`config.mk`:
```
export PLATFORM = sky130hd
export DESIGN_NAME = updown_mod_counter
export DESIGN_NICKNAME = d
export VERILOG_FILES = /design/src/rtl/updown_mod_counter.sv
export SDC_FILE = /design/constraint.sdc
export NUM_CORES = 1
export LEC_CHECK = 0
export CAP_MARGIN = 20
export CELL_PAD_IN_SITES_DETAIL_PLACEMENT = 0
export CELL_PAD_IN_SITES_GLOBAL_PLACEMENT = 1
export CORE_MARGIN = 5
export CORE_UTILIZATION = 36
export DETAILED_ROUTE_END_ITERATION = 16
export GPL_ROUTABILITY_DRIVEN = 1
export PLACE_DENSITY = 0.78
export SLEW_MARGIN = 20
export SYNTH_ARGS = -nofsm -noshare
export SYNTH_HDL_FRONTEND = slang
export SYNTH_SLANG_ARGS = --single-unit
```
`constraint.sdc`:
```
create_clock -name clk -period 2.3 [get_ports clk]
set_clock_uncertainty 0.1 [all_clocks]
set_input_delay 0.46 -clock clk [delete_from_list [all_inputs] [get_ports clk]]
set_output_delay 0.46 -clock clk [all_outputs]
set_load 0.03 [all_outputs]
```
`src/rtl/updown_mod_counter.sv`:
```
// Up/down counter over 0..max_val with load, enable, wrap/saturate and a registered terminal-count pulse.
// Optional prescaler enabled by defining CNT_PRESCALE_EN (adds the presc_div input).
module updown_mod_counter #(
  parameter int               WIDTH      = 4,
  parameter logic [WIDTH-1:0] RESET_VAL  = {WIDTH{1'b1}},
  parameter int               PRESCALE_W = 4
) (
  input  logic                  clk,
  input  logic                  reset,
  input  logic                  en,
  input  logic                  up,
  input  logic                  load,
  input  logic [WIDTH-1:0]      load_val,
  input  logic [WIDTH-1:0]      max_val,
  input  logic                  sat_mode,
`ifdef CNT_PRESCALE_EN
  input  logic [PRESCALE_W-1:0] presc_div,
`endif
  output logic [WIDTH-1:0]      q,
  output logic                  tc,
  output logic                  at_bound
);

  localparam logic [WIDTH-1:0] ONE = {{(WIDTH-1){1'b0}}, 1'b1};

  function automatic logic [WIDTH-1:0] clamp(input logic [WIDTH-1:0] v,
                                             input logic [WIDTH-1:0] lim);
    return (v > lim) ? lim : v;
  endfunction

  logic             tick;
  logic [WIDTH-1:0] q_nxt;
  logic             tc_nxt;

`ifdef CNT_PRESCALE_EN
  localparam logic [PRESCALE_W-1:0] PONE = {{(PRESCALE_W-1){1'b0}}, 1'b1};
  logic [PRESCALE_W-1:0] presc;

  assign tick = (presc == presc_div);

  // Prescaler advances only while enabled, so its phase survives en gaps.
  always_ff @(posedge clk or posedge reset) begin
    if (reset)     presc <= '0;
    else if (load) presc <= '0;
    else if (en)   presc <= tick ? '0 : presc + PONE;
  end
`else
  // No prescaler: every enabled cycle is a step (PRESCALE_W is always >= 1).
  assign tick = (PRESCALE_W > 0);
`endif

  always_comb begin
    q_nxt  = q;
    tc_nxt = 1'b0;
    if (load) begin
      q_nxt = clamp(load_val, max_val);
    end else if (en && tick) begin
      if (q > max_val) begin
        // Out of range (max_val lowered or reset value): re-enter without a wrap report.
        q_nxt = up ? '0 : max_val;
      end else if (up) begin
        if (q == max_val) begin
          if (!sat_mode) begin
            q_nxt  = '0;
            tc_nxt = 1'b1;
          end
        end else begin
          q_nxt  = q + ONE;
          tc_nxt = sat_mode && (q_nxt == max_val);
        end
      end else begin
        if (q == '0) begin
          if (!sat_mode) begin
            q_nxt  = max_val;
            tc_nxt = 1'b1;
          end
        end else begin
          q_nxt  = q - ONE;
          tc_nxt = sat_mode && (q_nxt == '0);
        end
      end
    end
  end

  always_ff @(posedge clk or posedge reset) begin
    if (reset) begin
      q  <= RESET_VAL;
      tc <= 1'b0;
    end else begin
      q  <= q_nxt;
      tc <= tc_nxt;
    end
  end

  assign at_bound = up ? (q == max_val) : (q == '0);

endmodule

```
==> Word level (Yosys, flattened, before mapping) <==
Cells that the tools add are included.
{ "totals": {"reg_bits": 5, "word_cells": 34, "output_inout_bits": 6} }
{ "classes": {"n_eq_ne": 4, "addsub": 2, "n_mux": 18, "reduce_logical": 6, "n_lt_le_gt_ge": 2} }
{ "op_table": {"columns": ["op", "count"], "rows": [
  ["2-to-1 mux 4 bit", 10],
  ["!= test 5 bit, second input constant", 2],
  ["equality test 4 bit", 2],
  ["greater-than comparator 4 bit", 2],
  ["zero test 4 bit", 2],
  ["2-to-1 mux 1 bit", 8],
  ["adder 4 x 1 -> 4 bit, second input constant", 1],
  ["subtractor 4 x 1 -> 4 bit, second input constant", 1],
  ["AND reduction 3 bit", 1],
  ["logical AND 1 bit", 2],
  ["nonzero test 2 bit", 1]
]} }

==> Logic depth before layout (Yosys ltp) <==
Gate-level depths: netlist of the first run.
{ "depth": {"depth_word": 8, "depth_mapped": 7, "mapped_depth_nobuf": 7} }

==> Worst setup path after synthesis of the first run <==
No wires, ideal clock.
{ "synth_timing": {"path_type": "reg-to-reg", "from": "reg q[0]", "to": "reg q[0]", "path_stages_with_launch": 8, "slack_ns": -0.135, "n_path_buf": 0, "period_less_slack_ns": 2.435, "required_time_ns": 2.107, "t_arrival_ns": 2.242, "path_cell_list": "dfstp_2 -> inv_1 -> ha_1 -> nand4_2 -> mux2i_1 -> nor2_1 -> a221oi_1 -> a211oi_1"} }
{ "synth_via": {"elab_chain_cells": 6, "word_cells_on_any_way": 14, "classes_between": "2 x add/sub; 1 x order compare; 3 x eq/ne; 6 x mux; 2 x reduce/logical"} }
{ "synth_lines": {"columns": ["element", "line", "text"], "rows": [
  ["from (decl)", "19", "output logic [WIDTH-1:0] q,"],
  ["from (signal assigned)", "90", "q <= q_nxt;"],
  ["subtractor 4 x 1 -> 4 bit, or another cell as far along", "78", "q_nxt = q - ONE;"],
  ["2-to-1 mux 4 bit, on equally long branches", "72, 62", null],
  ["2-to-1 mux 4 bit", "61", "end else if (up) begin"],
  ["2-to-1 mux 4 bit", "58", "if (q > max_val) begin"],
  ["2-to-1 mux 4 bit", "57", "end else if (en && tick) begin"],
  ["2-to-1 mux 4 bit", "55", "if (load) begin"]
]} }
Several ways; a longest one is shown, not always the timed one. The select of a mux whose other input is x is not followed.
A chain may end at the register's enable or synchronous reset.

==> Worst setup path in the final report of the first run <==
{ "layout_timing": {"from": "reg q[1]", "to": "out at_bound"} }
{ "layout_via": {"elab_chain_cells": 2, "word_cells_on_any_way": 3, "classes_between": "1 x eq/ne; 1 x mux; 1 x reduce/logical"} }
{ "layout_lines": {"columns": ["element", "line", "text"], "rows": [
  ["equality test 4 bit or zero test 4 bit (tied branches)", "95", "assign at_bound = up ? (q == max_val) : (q == '0);"],
  ["2-to-1 mux 1 bit (*)", "95", null],
  ["to (decl)", "21", "output logic at_bound"]
]} }
Every way passes the cells marked *; elsewhere a longest branch is shown, timed or not.

==> impl_metrics.json, run 1 <==
{
  "area_growth_pct": 67.3,
  "yosysSeqAreaShare_pct": 15.2,
  "internal_power_mw": 0.498,
  "r2r_slack_ns": 0.11,
  "final_area_mm2": 0.00143,
  "worst_slew_pin_slew_ns": 0.448,
  "ir_worst_vdd_mv": 0.393,
  "nets": 176,
  "die_x_um": 58.8,
  "setup_viol_count_final": 0,
  "multi_input_area_um2": 785,
  "drc": 0,
  "io_pins": 20,
  "dp.cells": 167,
  "crit_type": "reg -> out",
  "clockRootBuffer": "clkbuf_4",
  "r2r_end": "q[0]$_DFFE_PP1P_",
  "grt_start_max_net_pins": 12,
  "insertion_delay_ns": 0.25,
  "cp-start-kind": "flop",
  "fmaxAchievable_mhz": 443,
  "r2r-start": "q[0]$_DFFE_PP1P_",
  "seq_area_um2": 130,
  "switchingPower_mw": 0.382,
  "htreeDepth": 1,
  "gr-total-overflow": 0,
  "cts_made_buffers": 3,
  "path_cells": "inv_2 -> ha_4 -> or3b_4 -> buf_6 -> mux2i_4 -> buf_6",
  "synth_flop_cell": "dfstp_2",
  "postPlaceCellArea_mm2": 0.00123,
  "syn_area_um2": 856,
  "powerDensity_mw_per_mm2": 614,
  "required_ns": 1.74,
  "post_drt_wl_per_cell_um": 15.6,
  "synth_area_leader_cell": "ha_1",
  "swShare_pct": 43.4,
  "power_frac_seq_pct": 16.5,
  "hold_viol": 0,
  "maxCapViolCount": 0,
  "avgSynthCellArea_um2": 8.56,
  "clkTransAtPathRegs_ns": 0.05,
  "drtPass1Iterations": 4,
  "pwr-share-comb_pct": 71.2,
  "syn_nets": 125,
  "period_needed_ns": 2.26,
  "grt_pass1_vias": 981,
  "cts.hold.buffers_added": 0,
  "path_max_fanout": 4,
  "synth.distinct_cells": 42,
  "wirelength_mm": 2.77,
  "clock_path_buffers": 2,
  "cpPeakStageDelay_ns": 0.40,
  "hp-class": "in -> async",
  "synth_top_area_share_pct": 16.1,
  "vias_per_cell": 5.60,
  "max_slew_margin_pct": 70.1,
  "track_usage_pct": 17.2,
  "ys.warnings.count": 0,
  "diodes": 0,
  "ant_nets": 0,
  "grt_pass1_wl_mm": 4.65,
  "gp_congestion": 0.897,
  "drive_gt1_share_pct": 40.7,
  "core_mm2": 0.00223,
  "antenna_found_initial": 0,
  "synthCells": 100,
  "dr_total_vias": 997,
  "critPathArrivalTime_ns": 1.70,
  "initial_core_util_pct": 38.3,
  "ff2ff_path_depth": 9,
  "cts_tree": "done",
  "row_count": 17,
  "clkSinkCount": 5,
  "port_buffers": 19,
  "period_share_pct": 98.2,
  "pwr-share-clk_pct": 12.4,
  "die_area_mm2": 0.00345,
  "synth-seq-cells": 5,
  "critical-path-top-cell-by-count": "buf_6",
  "worstSetupEndpointType": "output pin",
  "die_y_um": 58.8,
  "outcome": "completed",
  "synth_area_leaders": "ha_1, dfstp_2, mux2i_1",
  "crit_path_top_delay_cell": "dfstp_2",
  "async_flop_share_pct": 100,
  "final_max_slew_viol_count": 0,
  "drt_iter0_markers": 32,
  "synth_edf_count": 0,
  "leakage_nw": 0.604,
  "dp_hpwl_mm": 2.16,
  "stdcell_count": 178,
  "fillers": 199
}
-- cell usage in the layout (no fill, tap or decap), types with 5 or more instances in the layout --
cell	n
buf_4	29
nand2_1	8
inv_1	5
ha_4	5
nor3_1	6
ha_1	6
clkdlybuf4s50_1	14
mux2i_1	5
-- sequential cells by signal, indices dropped and copies added (netlist names) --
register,flops
q,4
tc,1
-- cell usage after synthesis (2+ instances only) --
cell type / instances
inv_1: 10
nand2_1: 8
o221ai_1: 2
xnor2_1: 3
a221oi_1: 2
ha_1: 11
dfstp_2: 4
buf_6: 2
nor3_1: 7
nor2b_1: 2
xor2_1: 2
mux2i_1: 6
a211oi_1: 3
a21oi_1: 4
nand3_1: 3
nand2b_1: 2
nor2_1: 4
-- per-layer routing --
metal	track usage [%]	up-vias	routed length (um)
met5	0	-	0
met2	28.4	36	1350
li1	-	488	-
met4	4.85	0	34
met3	2.41	6	148
met1	23.1	467	1240
-- metrics by stage --
step	hold slack [ns]	TNS, ns	power [mW]	util (%)	worst slack, ns
after floorplan	0.136	-0.00163	0.449	-	-0.00163
after global placement	0.545	-1.99	0.635	55.2	-0.428
after detailed placement	0.574	-2.18	0.645	55.2	-0.478
after CTS	0.319	0	0.846	62.1	0.0222
after global routing	0.348	-0.00211	0.934	64.1	-0.00211
final	0.316	0	0.880	64.1	0.0408
-- final cells by class --
class                   instances  area share (%)
repair buffers                 49            29.0
multi-input cells              82            54.8
inverters                      10            2.80
clock buffers                   4            1.84
well taps                      28            2.45
flip-flops and latches          5            9.09
-- what timing repair did --
action / CTS / global route
resized for setup: 21 / 4
endpoints found under the hold margin: 0 / 0
setup buffers: 5 / 2
pin swaps: 2 / 4
setup endpoints to repair: 5 / 3
-- critical path, delay by kind of cell, from the launching register on --
kind,cells,cell delay [ns]
flip-flops,1,0.40
AND/OR/NAND/NOR,1,0.38
buffers and inverters,3,0.37
adder cells (fa/ha/maj),1,0.14
multiplexers,1,0.15
-- worst max-delay path by stage --
stage                          start               end  slack, ns
global route        q[1]$_DFFE_PP1P_          at_bound     -0.002
floorplan           q[0]$_DFFE_PP1P_  q[2]$_DFFE_PP1P_     -0.002
global placement          max_val[1]  q[0]$_DFFE_PP1P_      -0.43
detailed placement        max_val[1]  q[0]$_DFFE_PP1P_      -0.48
finish              q[1]$_DFFE_PP1P_          at_bound       0.04
CTS                 q[1]$_DFFE_PP1P_          at_bound       0.02
-- cell families after synthesis --
group           after synthesis  share of synthesized area [%]
mux                           7                           8.33
compound gates               26                           26.3
fa+ha+maj                    11                           16.1
xor+xnor                      5                           5.12
flops                         5                           15.2
simple gates                 33                           20.9
buf+inv                      13                           8.04
-- power by group through the flow --
stage	logic [mW]	registers, mW	clock network (mW)
after floorplan	0.275	0.174	0
after global placement	0.496	0.139	0
after detailed placement	0.505	0.140	0
after CTS	0.594	0.143	0.109
after global routing	0.678	0.147	0.110
final	0.626	0.145	0.109
(Power assumes the default switching activity.)
==> run 2: changes to the inputs <==
Settings changed: SETUP_SLACK_MARGIN set to 0.3.
==> impl_metrics.json, run 2 (same netlist as run 1, synthesis figures left out) <==
{
  "outcome": "completed",
  "grt_start_max_net_pins": 12,
  "dp_hpwl_mm": 2.29,
  "drc": 0,
  "fillers": 165,
  "ff2ff_path_depth": 7,
  "cts_tree": "done",
  "gr-total-overflow": 0,
  "leakage_nw": 0.645,
  "r2r_slack_ns": 0.04,
  "final_cell_mix": "buf_4, clkdlybuf4s50_1, nand2_1, dlygate4sd2_1",
  "path_max_fanout": 4,
  "ir_worst_vdd_mv": 0.433,
  "pwr-share-comb_pct": 75.0,
  "pwr-share-clk_pct": 10.9,
  "maxCapViolCount": 0,
  "post_drt_wl_per_cell_um": 17.0,
  "r2r_end": "q[0]$_DFFE_PP1P_",
  "internal_power_mw": 0.557,
  "row_count": 17,
  "insertion_delay_ns": 0.24,
  "diodes": 0,
  "wirelength_mm": 3.12,
  "power_frac_seq_pct": 14.1,
  "hold_viol": 0,
  "cts_made_buffers": 3,
  "hp-class": "in -> async",
  "postPlaceCellArea_mm2": 0.00133,
  "port_buffers": 19,
  "htreeDepth": 1,
  "tns_ns": 0,
  "clockRootBuffer": "clkbuf_4",
  "required_ns": 2.37,
  "die_x_um": 58.8,
  "grt_pass1_vias": 1062,
  "clkTransAtPathRegs_ns": 0.05,
  "fmaxAchievable_mhz": 442,
  "grt_setup_unrepaired": "yes",
  "grt_pass1_wl_mm": 5.02,
  "period_needed_ns": 2.26,
  "antenna_found_initial": 0,
  "area_growth_pct": 80.3,
  "ant_nets": 0,
  "core_mm2": 0.00223,
  "largest_reg_flops": 4,
  "nets": 182,
  "r2r-start": "q[1]$_DFFE_PP1P_",
  "worstSetupEndpointType": "flop",
  "vias_per_cell": 5.61,
  "cp-start-kind": "flop",
  "track_usage_pct": 18.9,
  "max_slew_margin_pct": 61.4,
  "swShare_pct": 43.3,
  "critPathArrivalTime_ns": 2.33,
  "clkSinkCount": 5,
  "die_area_mm2": 0.00345,
  "powerDensity_mw_per_mm2": 637,
  "gp_congestion": 0.831,
  "dr_total_vias": 1033,
  "worst_slew_pin_slew_ns": 0.578,
  "layout_commonest_cell": "buf_4",
  "clock_path_buffers": 2,
  "initial_core_util_pct": 38.3,
  "io_pins": 20,
  "switchingPower_mw": 0.425,
  "crit_type": "reg -> reg",
  "die_y_um": 58.8,
  "setup_viol_count_final": 0,
  "regMostFlops": "q",
  "drt_iter0_markers": 29,
  "final_max_slew_viol_count": 0,
  "period_share_pct": 98.3,
  "cts.hold.buffers_added": 0,
  "drtPass1Iterations": 4,
  "final_area_mm2": 0.00154,
  "reg_top3": "q (4), tc (1)",
  "drive_gt1_share_pct": 46.2
}
run 2: power groups by stage:
stage	registers, mW	clock network (mW)	logic (mW)
2_1_floorplan	0.179	0	0.326
3_3_place_gp	0.143	0	0.565
3_5_place_dp	0.143	0	0.577
4_1_cts	0.137	0.111	0.691
5_1_grt	0.141	0.115	0.783
6_report	0.138	0.107	0.736
run 2: repair_timing:
| item | 4_1_cts | 5_1_grt |
|---|---|---|
| pin swaps | 10 | 8 |
| buffers inserted | 10 | 1 |
| endpoints found under the setup margin | 10 | 6 |
| resized for setup | 26 | 5 |
run 2: critical path: stages, from the launching register on:
cell and delay, ns:
dfstp_2 0.57, buf_6 0.12, ha_4 0.21, and2b_1 0.19, o211a_4 0.26, o311a_4 0.36
a221oi_4 0.30, a211oi_2 0.07
run 2: worst max-delay path by stage:
stage / startpoint / end / slack (ns) / cells after the start
2_1_floorplan: q[3]$_DFFE_PP1P_ / q[2]$_DFFE_PP1P_ / 0.13 / 6
3_3_place_gp: max_val[2] / q[0]$_DFFE_PP1P_ / -0.29 / 9
3_5_place_dp: max_val[1] / q[3]$_DFFE_PP1P_ / -0.34 / 8
4_1_cts: q[0]$_DFFE_PP1P_ / at_bound / 0.07 / 6
5_1_grt: q[1]$_DFFE_PP1P_ / q[0]$_DFFE_PP1P_ / -0.02 / 7
6_report: q[1]$_DFFE_PP1P_ / q[0]$_DFFE_PP1P_ / 0.04 / 7
run 2: stage by stage:
stage / cells / utilization, % / power [mW] / setup slack (ns) / hold slack, ns
finish: 184 / 69.1 / 0.982 / 0.0386 / 0.344
global route: 184 / 69.1 / 1.04 / -0.0187 / 0.367
CTS: 183 / 67.1 / 0.939 / 0.0692 / 0.335
detailed placement: 169 / 59.5 / 0.720 / -0.344 / 0.551
global placement: 169 / 59.5 / 0.708 / -0.288 / 0.537
floorplan: 100 / - / 0.505 / 0.133 / 0.136
run 2: metal layers:
metal | GRT usage, % | vias up | share of wire (%) | routed length [um]
met4 | 5.50 | 0 | 3.4 | 105
met5 | 0 | - | 0 | 0
li1 | - | 493 | - | -
met3 | 2.63 | 12 | 6.0 | 188
met2 | 34.7 | 46 | 50 | 1550
met1 | 22.6 | 482 | 41 | 1280
run 2: area by class of cell:
class	count	area (um2)	share of cell area [%]
tap	28	35.0	2.27
inverter	10	40.0	2.60
clock buffer	4	26.3	1.70
multi-input combinational	82	837	54.3
sequential	5	130	8.43
timing repair buffer	55	474	30.7
==> edit (flow settings as in run 1) <==
Build with the macro `CNT_PRESCALE_EN` defined.
--- a/src/rtl/updown_mod_counter.sv
+++ b/src/rtl/updown_mod_counter.sv
@@ -1,5 +1,7 @@
 // Up/down counter over 0..max_val with load, enable, wrap/saturate and a registered terminal-count pulse.
 // Optional prescaler enabled by defining CNT_PRESCALE_EN (adds the presc_div input).
+`define CNT_PRESCALE_EN
+
 module updown_mod_counter #(
   parameter int               WIDTH      = 4,
   parameter logic [WIDTH-1:0] RESET_VAL  = {WIDTH{1'b1}},
Ports: changed (added presc_div); port bits go from 20 to 24. No check against the original RTL was run, so the function may have changed too.
==> edit against run 1 <==
- sequential cell count rose by 4
- final area rose by 26%
- power hardly changed
- largest power group unchanged
- worst setup slack worse by 0.019 ns
- routed wire length grew 24%
- critical path depth is 1 higher
- critical endpoint is now q[2]
- utilization is 4.6 points lower
- largest cell class unchanged
- sequential power is 39% higher
- synthesized area rose by 31%
- maximum frequency decreased by 0.82%
==> edit: results (changes against run 1) <==
| Metric | Value |
|---|---|
| Synth Area in Compound Gates | 21.5% (was 26.3%) |
| HP Class | primary input to asynchronous set/reset pin (unchanged) |
| DRT iter0 DRCs | 25 (was 32) |
| Count of cell types in the netlist | 44 (was 42) |
| Filler Cell Count | 271 (was 199) |
| Outcome | finished clean (unchanged) |
| Routability cong. | 0.912 (was 0.897) |
| Largest net degree at the start of global routing | 14 (was 12) |
| Mux contribution to synthesized area | 5.69% (was 8.33%) |
| Syn nets | 160 (was 125) |
| IO Port Bufs | 23 (was 19) |
| Placed Area | 1620 sq um (was 1230 sq um) |
| CTS Root Cell | clkbuf_4 (unchanged) |
| Syn. warnings | 0 (unchanged) |
| Commonest cells in the netlist | ha_1 (12), inv_1 (9), nand2_1 (9), nor2_1 (8) (was ha_1 (11), inv_1 (10), nand2_1 (8), nor3_1 (7), mux2i_1 (6)) |
| Hpwl dp | 2730 microns (was 2160 microns) |
| Vias in the first global route | 1261 (was 981) |
| Maximum VDD drop | 0.244 mV (was 0.393 mV) |
| Sw Share | 37.5% (was 43.4%) |
| Worst-Skew Late Latency | 0.25 ns (about the same) |
| Arrival @ worst endpoint | 2.36 ns (was 1.70 ns) |
| Post-Synth Adder-Cell Area | 13.4% (was 16.1%) |
| GRT Overall Usage | 16.5% (was 17.2%) |
| Initial antenna violation count | 0 (unchanged) |
| Largest delay share family, worst path | compound AO/OA/AOI/OAI gates (was flip-flops) |
| Clock Tree Buf Depth | 2 (unchanged) |
| Worst slack, placed | -0.661 ns (was -0.478 ns) |
| Post-synth top flop | dfrtp_1 (was dfstp_2) |
| Top post-synthesis cells by area | ha_1 (13%), dfrtp_1 (11%), dfstp_2 (9.4%) (was ha_1 (16%), dfstp_2 (12%), mux2i_1 (7.0%)) |
| Final nets | 221 (was 176) |
| Crit-path max cell delay | 0.44 ns (was 0.40 ns) |
| TritonCTS buffer count | 3 (unchanged) |
| Vias per cell | 5.23 (was 5.60) |
| Worst Max-Slew Pin Slew | 0.451 ns (was 0.448 ns) |
| Post-Synth XOR/XNOR Area | 8.25% (was 5.12%) |
| CTS H-Tree Depth | 1 (unchanged) |
| Drt pass-1 iters | 4 (unchanged) |
| Post-synth ARST share | 100% (unchanged) |
| Reg clk slew, reported paths | 0.07 ns (was 0.05 ns) |
| P_leak | 0.000829 uW (was 0.000604 uW) |
| Share of cells above drive strength 1 | 38.9% (was 40.7%) |
| Sequential fraction of the synthesis area | 20.5% (was 15.2%) |
| Worst path slowest cell | clkdlybuf4s50_1 (was dfstp_2) |
| Worst-path fanout max | 3 (was 4) |
| Final WL | 3450 microns (was 2770 microns) |
| First-pass GRT wire length | 5690 microns (was 4650 microns) |
| Regs by FF count | presc (4), q (4), tc (1) (was q (4), tc (1)) |
## edit: cells by family (layout without fill, tap and decap cells)
logic type	after synthesis	in the layout
AO/OA/AOI/OAI	34	34
multiplexers	6	6
XOR/XNOR	9	9
buffers and inverters	13	73
flip-flops	9	9
adder cells (fa/ha/maj)	12	12
AND/OR/NAND/NOR	47	47
## edit: per-stage QoR
stage | setup TNS, ns | cells | utilization [%] | hold WS [ns] | power [uW]
6_report | 0 | 234 | 59.5 | 0.362 | 879
5_1_grt | -0.136 | 234 | 59.5 | 0.380 | 947
4_1_cts | -0.0111 | 231 | 57.9 | 0.370 | 850
3_5_place_dp | -3.56 | 224 | 53.6 | 0.450 | 679
3_3_place_gp | -3.36 | 224 | 53.6 | 0.441 | 666
2_1_floorplan | 0 | 130 | - | 0.185 | 462
## edit: final timing paths
path                             startpoint  endpoint  slack, ns  cells past startpoint
worst max-delay path            load_val[3]      q[2]       0.02                      7
min in group clk                   presc[3]  presc[3]       0.45                      2
worst min register to register     presc[3]  presc[3]       0.45                      2
worst max register to register         q[1]      q[2]       0.02                      7
worst min-delay path                  reset  presc[3]       0.36                      2
max in group asynchronous             reset      q[0]       1.43                      2
## edit: power by group through the flow
stage               logic, uW  registers [uW]  clock network (uW)
global route              604             204                 138
detailed placement        480             199                   0
finish                    558             202                 119
global placement          467             198                   0
floorplan                 235             227                   0
CTS                       527             200                 123
## edit: metal layers
metal,global-route usage [%],wire [microns],vias to the layer above
li1,-,-,605
met4,5.18,61,0
met3,2.04,77,6
met1,19.4,1500,589
met5,0,0,-
met2,30.7,1810,23
## edit: cell type report
cell class	instances	area, sq um	share of cell area, %
multi-input combinational	108	938	52.1
timing repair buffer	60	514	28.6
sequential	9	230	12.8
tap	44	55.1	3.06
inverter	9	36.3	2.02
clock buffer	4	26.3	1.46
## edit: repair_timing
| action | in CTS | in global routing |
|---|---|---|
| buffers inserted | 3 | 3 |
| pin swaps | 13 | 6 |
| endpoints found under the setup margin | 6 | 6 |
| resized for setup | 27 | 9 |
